### config.mk
export PLATFORM = sky130hd
export DESIGN_NAME = rr_sel_2to1_flat
export DESIGN_NICKNAME = d
export VERILOG_FILES = /design/src/rtl/rr_sel_2to1_pkg.sv /design/src/rtl/rr_sel_2to1_if.sv /design/src/rtl/rr_sel_2to1_burst_counter.sv /design/src/rtl/rr_sel_2to1.sv /design/src/flat_wrapper.sv
export SDC_FILE = /design/constraint.sdc
export NUM_CORES = 1
export LEC_CHECK = 0
export CAP_MARGIN = 20
export CORE_MARGIN = 4
export CORE_UTILIZATION = 56
export CTS_CLUSTER_SIZE = 14
export DETAILED_ROUTE_END_ITERATION = 7
export PLACE_DENSITY = 0.81
export SLEW_MARGIN = 20
export SYNTH_ARGS = -nofsm -noshare
export SYNTH_HDL_FRONTEND = slang
export SYNTH_HIERARCHICAL = 1
export SYNTH_SLANG_ARGS = --single-unit
### constraint.sdc
create_clock -name CLK -period 6.1 [get_ports CLK]
set_input_delay 0.915 -clock CLK [delete_from_list [all_inputs] [get_ports CLK]]
set_output_delay 0.915 -clock CLK [all_outputs]
set_load 0.02 [all_outputs]
### src/rtl/rr_sel_2to1_pkg.sv
// Shared definitions for the two-requester round-robin mux select controller.
// The state encoding and select polarity are also used by the mux testbenches.
package rr_sel_pkg;

    // FSM state encoding
    localparam logic [1:0] IDLE   = 2'd0;
    localparam logic [1:0] SERVE1 = 2'd1;
    localparam logic [1:0] SERVE2 = 2'd2;

    // Mux select polarity: 0 picks D1, 1 picks D2
    localparam logic SEL_D1 = 1'b0;
    localparam logic SEL_D2 = 1'b1;

    // Last-served pointer values
    localparam logic LAST_REQ1 = 1'b0;
    localparam logic LAST_REQ2 = 1'b1;

    typedef enum logic [1:0] {
        ST_IDLE   = IDLE,
        ST_SERVE1 = SERVE1,
        ST_SERVE2 = SERVE2
    } state_t;

    // On a tie the requester that was not served last wins
    function automatic state_t tie_winner(logic last_served);
        return (last_served == LAST_REQ2) ? ST_SERVE1 : ST_SERVE2;
    endfunction

    // Select value for a state; IDLE keeps the previous select so the mux does not glitch
    function automatic logic sel_for(state_t st, logic held_sel);
        logic sel;
        sel = held_sel;
        case (st)
            ST_SERVE1: sel = SEL_D1;
            ST_SERVE2: sel = SEL_D2;
            default:   sel = held_sel;
        endcase
        return sel;
    endfunction

endpackage

### src/rtl/rr_sel_2to1_if.sv
// Request/grant/data bundle between the requesters, the 2:1 mux and the controller.
// The controller uses the slave view; the requester/mux side uses the master view.
interface rr_sel_2to1_if;

    logic REQ1;
    logic REQ2;
    logic Y_IN;
    logic S;
    logic GNT1;
    logic GNT2;
    logic Q;
    logic Q_VALID;
    logic Q_SRC;

    modport master (
        output REQ1,
        output REQ2,
        output Y_IN,
        input  S,
        input  GNT1,
        input  GNT2,
        input  Q,
        input  Q_VALID,
        input  Q_SRC
    );

    modport slave (
        input  REQ1,
        input  REQ2,
        input  Y_IN,
        output S,
        output GNT1,
        output GNT2,
        output Q,
        output Q_VALID,
        output Q_SRC
    );

endinterface

### src/rtl/rr_sel_2to1_burst_counter.sv
// Beat counter for one grant burst. Clear has priority over enable, the count
// saturates at BURST_LEN, and done flags that the beat counted now completes the burst.
module burst_counter #(
    parameter int BURST_LEN = 4,
    parameter int CNT_W     = 4
) (
    input  logic clk,
    input  logic rst,
    input  logic clear,
    input  logic en,
    output logic done
);

    localparam logic [CNT_W-1:0] LAST_BEAT = CNT_W'(BURST_LEN - 1);
    localparam logic [CNT_W-1:0] SAT_VAL   = CNT_W'(BURST_LEN);

    logic [CNT_W-1:0] count_q;
    logic [CNT_W-1:0] count_d;

    // Next count: clear to zero, otherwise step up until saturated
    always_comb begin
        count_d = count_q;
        if (clear) begin
            count_d = '0;
        end else if (en && (count_q != SAT_VAL)) begin
            count_d = count_q + CNT_W'(1);
        end
    end

    assign done = (count_q == LAST_BEAT) || (count_q == SAT_VAL);

    // Count register with synchronous reset
    always_ff @(posedge clk) begin
        if (rst) begin
            count_q <= '0;
        end else begin
            count_q <= count_d;
        end
    end

endmodule

### src/rtl/rr_sel_2to1.sv
// Round-robin select controller for the 2:1 mux: grants the path to one requester
// at a time in bursts of up to BURST_LEN beats, drives S and registers the mux output.
module rr_sel_2to1 #(
    parameter int BURST_LEN = 4,
    parameter int CNT_W     = 4
) (
    input  logic         CLK,
    input  logic         RST,
    rr_sel_2to1_if.slave bus
);

    import rr_sel_pkg::*;

    state_t state_q;
    state_t state_d;
    logic   ptr_q;
    logic   ptr_d;
    logic   s_q;
    logic   s_d;
    logic   gnt1_q;
    logic   gnt1_d;
    logic   gnt2_q;
    logic   gnt2_d;
    logic   q_q;
    logic   q_d;
    logic   q_valid_q;
    logic   q_valid_d;
    logic   q_src_q;
    logic   q_src_d;

    logic   cnt_clear;
    logic   cnt_en;
    logic   burst_done;

    burst_counter #(
        .BURST_LEN(BURST_LEN),
        .CNT_W    (CNT_W)
    ) u_burst (
        .clk  (CLK),
        .rst  (RST),
        .clear(cnt_clear),
        .en   (cnt_en),
        .done (burst_done)
    );

    // Grant arbitration: pick the next owner, manage the burst count and last-served pointer
    always_comb begin
        state_d   = state_q;
        ptr_d     = ptr_q;
        cnt_clear = 1'b0;
        cnt_en    = 1'b0;
        case (state_q)
            ST_IDLE: begin
                cnt_clear = 1'b1;
                if (bus.REQ1 && bus.REQ2) begin
                    state_d = tie_winner(ptr_q);
                end else if (bus.REQ1) begin
                    state_d = ST_SERVE1;
                end else if (bus.REQ2) begin
                    state_d = ST_SERVE2;
                end
            end
            ST_SERVE1: begin
                if (!bus.REQ1 || burst_done) begin
                    cnt_clear = 1'b1;
                    if (bus.REQ2) begin
                        state_d = ST_SERVE2;
                        ptr_d   = LAST_REQ1;
                    end else if (bus.REQ1) begin
                        state_d = ST_SERVE1;
                    end else begin
                        state_d = ST_IDLE;
                        ptr_d   = LAST_REQ1;
                    end
                end else begin
                    cnt_en = 1'b1;
                end
            end
            ST_SERVE2: begin
                if (!bus.REQ2 || burst_done) begin
                    cnt_clear = 1'b1;
                    if (bus.REQ1) begin
                        state_d = ST_SERVE1;
                        ptr_d   = LAST_REQ2;
                    end else if (bus.REQ2) begin
                        state_d = ST_SERVE2;
                    end else begin
                        state_d = ST_IDLE;
                        ptr_d   = LAST_REQ2;
                    end
                end else begin
                    cnt_en = 1'b1;
                end
            end
            default: begin
                state_d   = ST_IDLE;
                cnt_clear = 1'b1;
            end
        endcase
    end

    // Grant and select outputs follow the next state so they come straight out of flops
    always_comb begin
        gnt1_d = (state_d == ST_SERVE1);
        gnt2_d = (state_d == ST_SERVE2);
        s_d    = sel_for(state_d, s_q);
    end

    // Output capture: sample the mux output on every granted beat, hold otherwise
    always_comb begin
        q_d       = q_q;
        q_valid_d = 1'b0;
        q_src_d   = q_src_q;
        if (gnt1_q || gnt2_q) begin
            q_d       = bus.Y_IN;
            q_valid_d = 1'b1;
            q_src_d   = s_q;
        end
    end

    // All controller state and registered outputs, synchronous reset
    always_ff @(posedge CLK) begin
        if (RST) begin
            state_q   <= ST_IDLE;
            ptr_q     <= LAST_REQ2;
            s_q       <= SEL_D1;
            gnt1_q    <= 1'b0;
            gnt2_q    <= 1'b0;
            q_q       <= 1'b0;
            q_valid_q <= 1'b0;
            q_src_q   <= 1'b0;
        end else begin
            state_q   <= state_d;
            ptr_q     <= ptr_d;
            s_q       <= s_d;
            gnt1_q    <= gnt1_d;
            gnt2_q    <= gnt2_d;
            q_q       <= q_d;
            q_valid_q <= q_valid_d;
            q_src_q   <= q_src_d;
        end
    end

    assign bus.S       = s_q;
    assign bus.GNT1    = gnt1_q;
    assign bus.GNT2    = gnt2_q;
    assign bus.Q       = q_q;
    assign bus.Q_VALID = q_valid_q;
    assign bus.Q_SRC   = q_src_q;

endmodule

### src/flat_wrapper.sv
// flat-port wrapper written by rule: the top's interface ports become plain ports
module rr_sel_2to1_flat import rr_sel_pkg::*;
#(
    parameter int BURST_LEN = 4,
    parameter int CNT_W     = 4
)
  (CLK, RST, bus_REQ1, bus_REQ2, bus_Y_IN, bus_S, bus_GNT1, bus_GNT2, bus_Q, bus_Q_VALID, bus_Q_SRC);
  rr_sel_2to1_if bus_i ();
  input  logic CLK;
  input  logic RST;
  input wire logic [$bits(bus_i.REQ1)-1:0] bus_REQ1;
  input wire logic [$bits(bus_i.REQ2)-1:0] bus_REQ2;
  input wire logic [$bits(bus_i.Y_IN)-1:0] bus_Y_IN;
  output wire logic [$bits(bus_i.S)-1:0] bus_S;
  output wire logic [$bits(bus_i.GNT1)-1:0] bus_GNT1;
  output wire logic [$bits(bus_i.GNT2)-1:0] bus_GNT2;
  output wire logic [$bits(bus_i.Q)-1:0] bus_Q;
  output wire logic [$bits(bus_i.Q_VALID)-1:0] bus_Q_VALID;
  output wire logic [$bits(bus_i.Q_SRC)-1:0] bus_Q_SRC;
  assign bus_i.REQ1 = bus_REQ1;
  assign bus_i.REQ2 = bus_REQ2;
  assign bus_i.Y_IN = bus_Y_IN;
  assign bus_S = bus_i.S;
  assign bus_GNT1 = bus_i.GNT1;
  assign bus_GNT2 = bus_i.GNT2;
  assign bus_Q = bus_i.Q;
  assign bus_Q_VALID = bus_i.Q_VALID;
  assign bus_Q_SRC = bus_i.Q_SRC;
  rr_sel_2to1 #(.BURST_LEN(BURST_LEN), .CNT_W(CNT_W)) u_core (.CLK(CLK), .RST(RST), .bus(bus_i));
endmodule
==> results.toml <==
[floorplanning]
start_util_pct = 60.0
die_w_um = 45.6
die_h_um = 45.6
num_rows = 13
coreArea_um2 = 1320
ios = 11
die_area_um2 = 2080

[detailed_routing]
ant_nets = 0
top_layer = "met4"
dr.pass1.iters = 4
wl_per_cell_um = 13.1
wl_met2_um = 750
wl_met3_um = 57
avgViaCountPerCell = 5.99
vias = 713
wl_met1_um = 725
drt_first_iter_violations = 15
drt_wl_total_mm = 1.56
drcViolationCount = 0

[synthesis]
syn_nets = 106
avgSynthCellArea_um2 = 8.60
ys_seq_elements = 13
yosysUniqueCellTypes = 34
netlist_instances = 92
synth_area_um2 = 791
yosysWarnings = 6
synth-seq-area-share_pct = 32.9

[layout]
fin_nets = 119
layout_common_cells = "dfxtp_1, clkdlybuf4s50_1, ha_1"
layout-drive-gt1-share_pct = 4.81
instances_no_fill = 119
area_delta_synth_final_pct = 17.2
final_common_cell = "dfxtp_1"
design_area_um2 = 927
diodes = 0
n_fill_cell = 110

[placed_design]
dpl.hpwl_mm = 1.19
gp_congestion = 0.790
numPortBuffers = 10
dpl.cell_count = 115
placed_area_um2 = 901

[clocking]
cts_sinks = 13
cts.htree.levels = 1
clkSlewWorstSetupHoldPaths_ps = 70
cts_resized = 0
postCtsHoldBufs = 0
cts_setup_buffers = 0
cts_buffers = 3
cts-root-buf = "clkbuf_4"
cts_tree = "built"
cts_buffer_depth = 2
clk-insertion-delay-late_ps = 270

[critical_path]
r2r_slack_ps = 3610
worst_setup_path_start_kind = "input port"
path_cells = "clkdlybuf4s50_1 > a22oi_1 > nor2_1 > a221o_1 > nor2b_1 > ha_1 > mux2i_1 > nor2_1"
setup.worst_path.end_class = "flip-flop"
r2r-start = "u_core/u_burst/count_q[0]"
worstPathMaxFanout = 8
crit_type = "input port to flip-flop"
slowest_delay_ps = 520
ff2ff_path_depth = 11
crit_required_ps = 6250
cpMaxStageDelayCell = "clkdlybuf4s50_1"
r2r_end = "u_core/bus.S"
path_common_cell = "nor2_1"
cp.arrival_ps = 2830

[timing]
maxSlewViolCount = 0
worst_pin_slew_ps = 486
rsz0062_at_grt = "false"
tns_ps = 0
fmax_mhz = 373
min_period_ps = 2680
finalCritPeriodShare_pct = 44.0
setup_violations = 0
slew_headroom_pct = 67.5
finalHoldViolations = 0
skew_ps = 2.29

[global_routing]
first_global_vias = 607
grt-ovfl-total = 0
grt_usage_pct = 16.9
grt_max_degree = 13
grt_pass1_wl_mm = 2.55
antenna_found_initial = 0

[worst_hold_path]
whs_endpoint = "u_core/bus.Q"
hp-start = "u_core/bus.Q"
hold_class = "flip-flop to flip-flop"
hold_depth = 2

[power]
finalPower_mw = 0.278
p_per_area_nw_per_um2 = 300
leakagePower_nw = 0.376
vdd_drop_max_uv = 213

[job]
max_cap_viol_count = 0

[status]
status = "finished, final reports clean"
Yosys cell counts, drive strengths merged:
master / count / share of area, %
and2: 2 / 1.6
mux2i: 3 / 3.8
o21ba: 1 / 1.3
or3: 2 / 1.6
a32o: 1 / 1.3
o31a: 1 / 1.1
buf: 1 / 0.63
nor2: 6 / 2.8
o2111a: 1 / 1.4
nand2b: 2 / 1.6
o21ai: 7 / 4.4
nand4: 1 / 0.79
o221ai: 2 / 2.2
a21oi: 5 / 3.2
a21boi: 3 / 2.8
a22oi: 1 / 0.95
nor4: 1 / 0.79
a221o: 1 / 1.3
nor2b: 4 / 3.2
nand2: 6 / 2.8
a211oi: 1 / 0.95
dfxtp: 13 / 33
and3b: 1 / 1.3
nor3b: 2 / 1.9
ha: 9 / 14
nand3: 3 / 1.9
and4b: 1 / 1.3
and3: 1 / 0.79
nand3b: 1 / 0.95
inv: 8 / 3.8
clkbuf: 1 / 0.47
where the power goes:
group | switching, mW | internal [mW]
clock | 0.0261 | 0.0253
combinational | 0.0598 | 0.0557
sequential | 0.0126 | 0.0985
total | 0.0985 | 0.180
final cells by class:
cell class	instances	area, µm²	area share [%]
flip-flops and latches	13	260	28.1
inverters	8	30.0	3.24
clock buffers	4	26.3	2.83
multi-input cells	69	492	53.0
well taps	15	18.8	2.02
repair buffers	10	100	10.8
critical path: cells and delay by family:
family / cells / cell delay (ps)
and+or+nand+nor: 3 / 290
AOI/OAI and AO/OA: 2 / 650
muxes: 1 / 170
adders and majority gates: 1 / 280
buffers and inverters: 1 / 520
per-stage QoR:
| step | setup WS [ps] | hold slack [ps] | util (%) |
|---|---|---|---|
| after floorplan | 3860 | 466 | - |
| final | 3420 | 456 | 70.4 |
| after global routing | 3340 | 496 | 70.4 |
| after CTS | 3460 | 454 | 70.4 |
| after detailed placement | 3170 | 444 | 68.4 |
| after global placement | 3210 | 440 | 68.4 |
registers in the layout (all words and copies together), names as in the netlist:
register / cells
u_core/bus.Q: 1
u_core/ptr_q: 1
u_core/bus.Q_VALID: 1
u_core/bus.S: 1
u_core/u_burst/count_q: 4
u_core/bus.GNT2: 1
u_core/bus.Q_SRC: 1
u_core/bus.GNT1: 1
u_core/state_q: 2
layer usage:
| layer | up-vias | GRT usage [%] |
|---|---|---|
| met4 | 0 | 5.26 |
| met1 | 339 | 20.5 |
| met3 | 7 | 5.93 |
| met5 | - | 0 |
| met2 | 16 | 27.6 |
| li1 | 351 | - |
how the worst max path moves through the flow:
stage / startpoint / end / slack [ps] / cells past startpoint
3_3_place_gp: bus_REQ1 / u_core/bus.S / 3210 / 8
5_1_grt: bus_REQ1 / u_core/bus.S / 3340 / 8
4_1_cts: bus_REQ2 / u_core/bus.S / 3460 / 8
3_5_place_dp: bus_REQ2 / u_core/bus.S / 3170 / 8
6_report: bus_REQ2 / u_core/bus.S / 3420 / 8
2_1_floorplan: bus_REQ2 / u_core/bus.S / 3860 / 7
cells by family after synthesis:
| kind of cell | share of synthesized area (%) |
|---|---|
| flops | 32.9 |
| mux | 3.80 |
| fa+ha+maj | 14.2 |
| compound gates | 20.9 |
| buf+inv | 4.90 |
| simple gates | 23.3 |
No activity file was read; power rests on OpenSTA's default activity.
